--- src/rtl/uart_tx_engine_if.sv ---
// Write/status bundle between the APB UART slave (master side) and the TX engine (slave side).
// Carries the push strobe, the byte, the error clear and the registered FIFO flags.
interface uart_tx_engine_if;
  logic       wr_uart;
  logic [7:0] wr_data;
  logic       err_clr;
  logic       tx_fifo_full;
  logic       tx_fifo_empty;
  logic       tx_fifo_err;

  modport master (
    output wr_uart, wr_data, err_clr,
    input  tx_fifo_full, tx_fifo_empty, tx_fifo_err
  );

  modport slave (
    input  wr_uart, wr_data, err_clr,
    output tx_fifo_full, tx_fifo_empty, tx_fifo_err
  );
endinterface

--- src/rtl/uart_tx_engine.sv ---
// UART transmit engine: byte FIFO feeding a start/8-data/parity/stop serialiser.
// Bit period is chosen per frame from four divisors; tx_line and tx_busy are registered together.
module uart_tx_engine #(
  parameter int FIFO_DEPTH = 16,
  parameter int DIV0       = 5208,
  parameter int DIV1       = 2604,
  parameter int DIV2       = 868,
  parameter int DIV3       = 434
) (
  input  logic             PCLK_i,
  input  logic             RESET_i,
  input  logic [1:0]       baud_rate,
  input  logic [1:0]       parity_type,
  uart_tx_engine_if.slave  bus,
  output logic             tx_line,
  output logic             tx_busy
);

  function automatic int max2(input int a, input int b);
    return (a > b) ? a : b;
  endfunction

  localparam int DIV_MAX = max2(max2(DIV0, DIV1), max2(DIV2, DIV3));
  localparam int CNT_W   = (DIV_MAX > 1) ? $clog2(DIV_MAX) : 1;
  localparam int PTR_W   = $clog2(FIFO_DEPTH);
  localparam int CNT_FW  = PTR_W + 1;

  typedef enum logic [2:0] {
    IDLE   = 3'd0,
    START  = 3'd1,
    DATA   = 3'd2,
    PARITY = 3'd3,
    STOP   = 3'd4
  } state_t;

  // Counter reload value (DIV-1) for a given baud select.
  function automatic logic [CNT_W-1:0] div_m1(input logic [1:0] sel);
    case (sel)
      2'b00:   div_m1 = CNT_W'(DIV0 - 1);
      2'b01:   div_m1 = CNT_W'(DIV1 - 1);
      2'b10:   div_m1 = CNT_W'(DIV2 - 1);
      default: div_m1 = CNT_W'(DIV3 - 1);
    endcase
  endfunction

  // FIFO storage and control
  logic [7:0]        fifo_mem_q [FIFO_DEPTH];
  logic [PTR_W-1:0]  wr_ptr_q, wr_ptr_d;
  logic [PTR_W-1:0]  rd_ptr_q, rd_ptr_d;
  logic [CNT_FW-1:0] count_q, count_d;
  logic              full_q, full_d;
  logic              empty_q, empty_d;
  logic              err_q, err_d;
  logic              push_ok;
  logic              pop;
  logic [7:0]        head;

  // Serialiser
  state_t            state_q, state_d;
  logic [CNT_W-1:0]  bit_cnt_q, bit_cnt_d;
  logic [2:0]        bit_idx_q, bit_idx_d;
  logic [7:0]        shift_q, shift_d;
  logic              par_bit_q, par_bit_d;
  logic              par_en_q, par_en_d;
  logic [1:0]        baud_sel_q, baud_sel_d;
  logic              tx_line_q, tx_line_d;
  logic              tx_busy_q, tx_busy_d;
  logic              bit_done;

  assign head = fifo_mem_q[rd_ptr_q];

  // Overflow check uses the pre-edge count, so a push while full is dropped even if a pop frees a slot.
  always_comb begin
    push_ok  = bus.wr_uart && (count_q != CNT_FW'(FIFO_DEPTH));
    wr_ptr_d = wr_ptr_q;
    rd_ptr_d = rd_ptr_q;
    count_d  = count_q;
    if (push_ok) begin
      wr_ptr_d = wr_ptr_q + PTR_W'(1);
    end
    if (pop) begin
      rd_ptr_d = rd_ptr_q + PTR_W'(1);
    end
    case ({push_ok, pop})
      2'b10:   count_d = count_q + CNT_FW'(1);
      2'b01:   count_d = count_q - CNT_FW'(1);
      default: count_d = count_q;
    endcase
    full_d  = (count_d == CNT_FW'(FIFO_DEPTH));
    empty_d = (count_d == '0);
    if (bus.wr_uart && !push_ok) begin
      err_d = 1'b1;
    end else if (bus.err_clr) begin
      err_d = 1'b0;
    end else begin
      err_d = err_q;
    end
  end

  always_comb begin
    state_d    = state_q;
    bit_cnt_d  = bit_cnt_q;
    bit_idx_d  = bit_idx_q;
    shift_d    = shift_q;
    par_bit_d  = par_bit_q;
    par_en_d   = par_en_q;
    baud_sel_d = baud_sel_q;
    pop        = 1'b0;
    tx_line_d  = 1'b1;
    tx_busy_d  = (state_q != IDLE);
    bit_done   = (bit_cnt_q == '0);

    case (state_q)
      IDLE: begin
        tx_line_d = 1'b1;
        if (count_q != '0) begin
          pop        = 1'b1;
          shift_d    = head;
          par_bit_d  = (^head) ^ (parity_type == 2'b10);
          par_en_d   = (parity_type == 2'b01) || (parity_type == 2'b10);
          baud_sel_d = baud_rate;
          bit_cnt_d  = div_m1(baud_rate);
          bit_idx_d  = 3'd0;
          state_d    = START;
        end
      end
      START: begin
        tx_line_d = 1'b0;
        if (bit_done) begin
          bit_cnt_d = div_m1(baud_sel_q);
          bit_idx_d = 3'd0;
          state_d   = DATA;
        end else begin
          bit_cnt_d = bit_cnt_q - CNT_W'(1);
        end
      end
      DATA: begin
        tx_line_d = shift_q[0];
        if (bit_done) begin
          bit_cnt_d = div_m1(baud_sel_q);
          shift_d   = {1'b0, shift_q[7:1]};
          bit_idx_d = bit_idx_q + 3'd1;
          if (bit_idx_q == 3'd7) begin
            state_d = par_en_q ? PARITY : STOP;
          end
        end else begin
          bit_cnt_d = bit_cnt_q - CNT_W'(1);
        end
      end
      PARITY: begin
        tx_line_d = par_bit_q;
        if (bit_done) begin
          bit_cnt_d = div_m1(baud_sel_q);
          state_d   = STOP;
        end else begin
          bit_cnt_d = bit_cnt_q - CNT_W'(1);
        end
      end
      STOP: begin
        tx_line_d = 1'b1;
        if (bit_done) begin
          state_d = IDLE;
        end else begin
          bit_cnt_d = bit_cnt_q - CNT_W'(1);
        end
      end
      default: begin
        state_d = IDLE;
      end
    endcase
  end

  // Control state: reset applies here only
  always_ff @(posedge PCLK_i) begin
    if (RESET_i) begin
      wr_ptr_q   <= '0;
      rd_ptr_q   <= '0;
      count_q    <= '0;
      full_q     <= 1'b0;
      empty_q    <= 1'b1;
      err_q      <= 1'b0;
      state_q    <= IDLE;
      bit_cnt_q  <= '0;
      bit_idx_q  <= 3'd0;
      par_en_q   <= 1'b0;
      baud_sel_q <= 2'b00;
      tx_line_q  <= 1'b1;
      tx_busy_q  <= 1'b0;
    end else begin
      wr_ptr_q   <= wr_ptr_d;
      rd_ptr_q   <= rd_ptr_d;
      count_q    <= count_d;
      full_q     <= full_d;
      empty_q    <= empty_d;
      err_q      <= err_d;
      state_q    <= state_d;
      bit_cnt_q  <= bit_cnt_d;
      bit_idx_q  <= bit_idx_d;
      par_en_q   <= par_en_d;
      baud_sel_q <= baud_sel_d;
      tx_line_q  <= tx_line_d;
      tx_busy_q  <= tx_busy_d;
    end
  end

  // Datapath state: no reset needed, always written before use
  always_ff @(posedge PCLK_i) begin
    shift_q   <= shift_d;
    par_bit_q <= par_bit_d;
    if (push_ok) begin
      fifo_mem_q[wr_ptr_q] <= bus.wr_data;
    end
  end

  assign tx_line           = tx_line_q;
  assign tx_busy           = tx_busy_q;
  assign bus.tx_fifo_full  = full_q;
  assign bus.tx_fifo_empty = empty_q;
  assign bus.tx_fifo_err   = err_q;

endmodule
--- src/flat_wrapper.sv ---
// flat-port wrapper written by rule: the top's interface ports become plain ports
module uart_tx_engine_flat 
#(
  parameter int FIFO_DEPTH = 16,
  parameter int DIV0       = 5208,
  parameter int DIV1       = 2604,
  parameter int DIV2       = 868,
  parameter int DIV3       = 434
)
  (PCLK_i, RESET_i, baud_rate, parity_type, tx_line, tx_busy, bus_wr_uart, bus_wr_data, bus_err_clr, bus_tx_fifo_full, bus_tx_fifo_empty, bus_tx_fifo_err);
  uart_tx_engine_if bus_i ();
  input  logic PCLK_i;
  input  logic RESET_i;
  input  logic [1:0] baud_rate;
  input  logic [1:0] parity_type;
  output logic tx_line;
  output logic tx_busy;
  input wire logic [$bits(bus_i.wr_uart)-1:0] bus_wr_uart;
  input wire logic [$bits(bus_i.wr_data)-1:0] bus_wr_data;
  input wire logic [$bits(bus_i.err_clr)-1:0] bus_err_clr;
  output wire logic [$bits(bus_i.tx_fifo_full)-1:0] bus_tx_fifo_full;
  output wire logic [$bits(bus_i.tx_fifo_empty)-1:0] bus_tx_fifo_empty;
  output wire logic [$bits(bus_i.tx_fifo_err)-1:0] bus_tx_fifo_err;
  assign bus_i.wr_uart = bus_wr_uart;
  assign bus_i.wr_data = bus_wr_data;
  assign bus_i.err_clr = bus_err_clr;
  assign bus_tx_fifo_full = bus_i.tx_fifo_full;
  assign bus_tx_fifo_empty = bus_i.tx_fifo_empty;
  assign bus_tx_fifo_err = bus_i.tx_fifo_err;
  uart_tx_engine #(.FIFO_DEPTH(FIFO_DEPTH), .DIV0(DIV0), .DIV1(DIV1), .DIV2(DIV2), .DIV3(DIV3)) u_core (.PCLK_i(PCLK_i), .RESET_i(RESET_i), .baud_rate(baud_rate), .parity_type(parity_type), .bus(bus_i), .tx_line(tx_line), .tx_busy(tx_busy));
endmodule
--- config.mk ---
export PLATFORM = sky130hd
export DESIGN_NAME = uart_tx_engine_flat
export DESIGN_NICKNAME = d
export VERILOG_FILES = /design/src/rtl/uart_tx_engine_if.sv /design/src/rtl/uart_tx_engine.sv /design/src/flat_wrapper.sv
export SDC_FILE = /design/constraint.sdc
export NUM_CORES = 1
export LEC_CHECK = 0
export BUFFER_PORTS_ARGS = -buffer_cell sky130_fd_sc_hd__buf_2
export CAP_MARGIN = 20
export CELL_PAD_IN_SITES_DETAIL_PLACEMENT = 1
export CELL_PAD_IN_SITES_GLOBAL_PLACEMENT = 1
export CORE_ASPECT_RATIO = 1.4
export CORE_MARGIN = 2
export CORE_UTILIZATION = 44
export DETAILED_ROUTE_END_ITERATION = 10
export HOLD_SLACK_MARGIN = 0.1
export MAX_ROUTING_LAYER = met4
export PLACE_DENSITY = 0.8
export SYNTH_ARGS = -nofsm -noshare
export SYNTH_HDL_FRONTEND = slang
export SYNTH_SLANG_ARGS = --single-unit
--- constraint.sdc ---
create_clock -name PCLK_i -period 3.55 [get_ports PCLK_i]
set_clock_uncertainty 0.1 [all_clocks]
set_input_delay 0.355 -clock PCLK_i [delete_from_list [all_inputs] [get_ports PCLK_i]]
set_output_delay 0.355 -clock PCLK_i [all_outputs]
set_load 0.01 [all_outputs]
==> out/metrics.yaml <==
outcome: "finished, final reports clean"
io_buffers: 20
fillers: 1844
syn_nets: 643
antenna_cells: 0
path_clk_slew_ns: 0.08
gr-total-overflow: 0
drt_wl_total_um: 19700
rsz0062_at_grt: "false"
syn_to_final_growth_pct: 11.5
ios: 21
vias: 5110
ctsHoldBuffers: 2
worstSetupEndpointType: "flip-flop"
wl_per_cell_um: 22.3
cts_max_level: 4
p_per_area_nw_per_um2: 799
ys.flop_type: "edfxtp_1"
fin_util: 0.498
r2r_start: "u_core.count_q[1]"
finalSetupViolations: 0
ys_async_sr_fraction: 0
hold_path_class: "in2reg"
vdd_drop_max_v: 0.000393
clk_latency_ns: 0.44
first_iter_violations: 361
max_freq_mhz: 327
finalHoldViolations: 0
post_cts_buffers: 0
ys_seq_area_frac: 0.606
path_class: "reg2reg"
syn_inst: 606
crit_start: "u_core.count_q[1]"
crit_fanout: 10
rr_worst_depth: 10
fin_crit_sh: 0.863
ys_types: 64
synth_edf_count: 137
grtUsageMet1: 0.230
max_cap_viol_count: 0
layout_common_cells: "edfxtp_1 (137), nor2_1 (59), dfxtp_1 (43), nand2_1 (38), a21oi_1 (35)"
synth_seq_cells: 181
preCtsSetupSlack_ns: 0.520
row_count: 59
final_nets: 664
required_ns: 3.80
die_area_um2: 19900
ys_warn_count: 0
cts_buffer_depth: 2
drive_gt1_frac: 0.183
setup_ws_ns: 0.488
gp_congestion: 0.852
ant_nets: 0
syn-mean-instance-area_um2: 13.6
grt_util_met2: 0.381
drv_slew: 0
finalCriticalPeriod_ns: 3.06
met3_usage: 0.0350
regArea_um2: 5000
clock-root-buffer: "clkbuf_16"
cts_made_buffers: 17
crit_path_end: "u_core.bus.tx_fifo_full"
reg2reg_to: "u_core.bus.tx_fifo_full"
grt.total_usage: 0.214
dr.pass1.iters: 4
cts_resized: 0
layout_commonest_cell: "edfxtp_1"
timing.slew.headroom: 0.251
drcViolationCount: 0
worstPathArrival_ns: 3.32
fp.dieW_um: 120
hpwl_um: 13500
via_per_inst: 5.78
multi_input_area_um2: 2980
totalPowerFinal_uw: 7350
initial_core_util: 0.447
leakagePower_uw: 0.00313
clock_sinks: 181
tns_ns: 0
syn_area_um2: 8240
fp.dieH_um: 166
worst_pin_slew_ns: 1.12
critical_path.startpoint_type: "flip-flop"
cts_tree: "yes"
grt_max_degree: 40
antenna_found_initial: 0
first_global_vias: 5520
grt_pass1_wl_um: 31300
grt-busiest-layer: "met2"
rrSetupSlack_ns: 0.49
core_area_um2: 18500
==> registers in the layout (all words and copies together) (netlist names), 2 cells and up, named ones only <==
signal and flops:
u_core.count_q 5, u_core.wr_ptr_q 4, u_core.state_q 3, u_core.rd_ptr_q 4
u_core.bit_idx_q 3, u_core.shift_q 8, u_core.fifo_mem_q 128, u_core.baud_sel_q 2
u_core.bit_cnt_q 13
==> cell usage after synthesis, types with 6 or more instances <==
master    instances  area share
nor2_1           59       0.027
a21oi_1          35       0.021
nor3_1           21       0.013
edfxtp_1        137        0.50
xor2_1           10       0.011
ha_1             21       0.032
inv_1            21      0.0096
dfxtp_1          44        0.11
o21ai_0          23       0.014
nand2b_1          6      0.0046
nand2_1          38       0.017
xnor2_1          12       0.013
mux2_2            7      0.0096
buf_2             8      0.0049
a22oi_1          10      0.0091
mux2i_1          14       0.017
a211oi_1          7      0.0064
nand3_1           9      0.0055
clkbuf_1         19      0.0087
mux4_2           29       0.079
==> cell type report <==
class,count,area share
sequential,181,0.544
multi-input combinational,369,0.324
clock buffer,17,0.0463
tap,244,0.0332
timing repair buffer,36,0.0259
clock inverter,15,0.0177
inverter,22,0.00898
==> metal layers <==
metal  up-vias  wire length, um
li1       2337                -
met1      2616             7560
met2       104            10800
met3        53              515
met4         0              817
met5         -                0
==> metrics by stage <==
stage	hold WS [ns]	cells	cell area, um^2
final	0.110	884	9190
after detailed placement	0.365	850	8580
after global routing	0.149	884	9190
after floorplan	0.332	606	8240
after CTS	0.102	884	9190
after global placement	0.346	850	8580
==> report_power, final <==
group | internal (uW) | total (uW) | switching, uW
clock network | 952 | 1880 | 924
logic | 1120 | 2630 | 1510
registers | 2570 | 2840 | 273
==> critical path, stage by stage, from the launching register on <==
cell      delay (ns)
dfxtp_1         0.43
or4_4           0.63
o21ai_4         0.27
nor2_4          0.10
xor2_1          0.16
ha_1            0.24
a22oi_1         0.20
o22ai_1         0.13
a211oi_2        0.36
xnor2_1         0.15
nor4_2          0.22
==> cell families (layout without fill, tap and decap cells) <==
group / Yosys count / count (layout) / share of synthesized area
AOI/OAI and AO/OA: 104 / 104 / 0.0821
xor gates and xnor gates: 25 / 25 / 0.0310
muxes: 54 / 54 / 0.119
adders and majority gates: 21 / 21 / 0.0319
buffers and inverters: 56 / 90 / 0.0323
DFF: 181 / 181 / 0.606
and+or+nand+nor: 165 / 165 / 0.0982
==> worst min path at each step <==
stage | from | endpoint | cells after the start
6_report | bus_err_clr | u_core.bus.tx_fifo_err | 4
5_1_grt | bus_err_clr | u_core.bus.tx_fifo_err | 4
4_1_cts | bus_err_clr | u_core.bus.tx_fifo_err | 4
3_5_place_dp | u_core.bit_cnt_q[5] | u_core.bit_cnt_q[5] | 2
3_3_place_gp | u_core.bit_cnt_q[5] | u_core.bit_cnt_q[5] | 2
2_1_floorplan | u_core.bit_cnt_q[5] | u_core.bit_cnt_q[5] | 2
No activity file was read; power rests on OpenSTA's default activity.
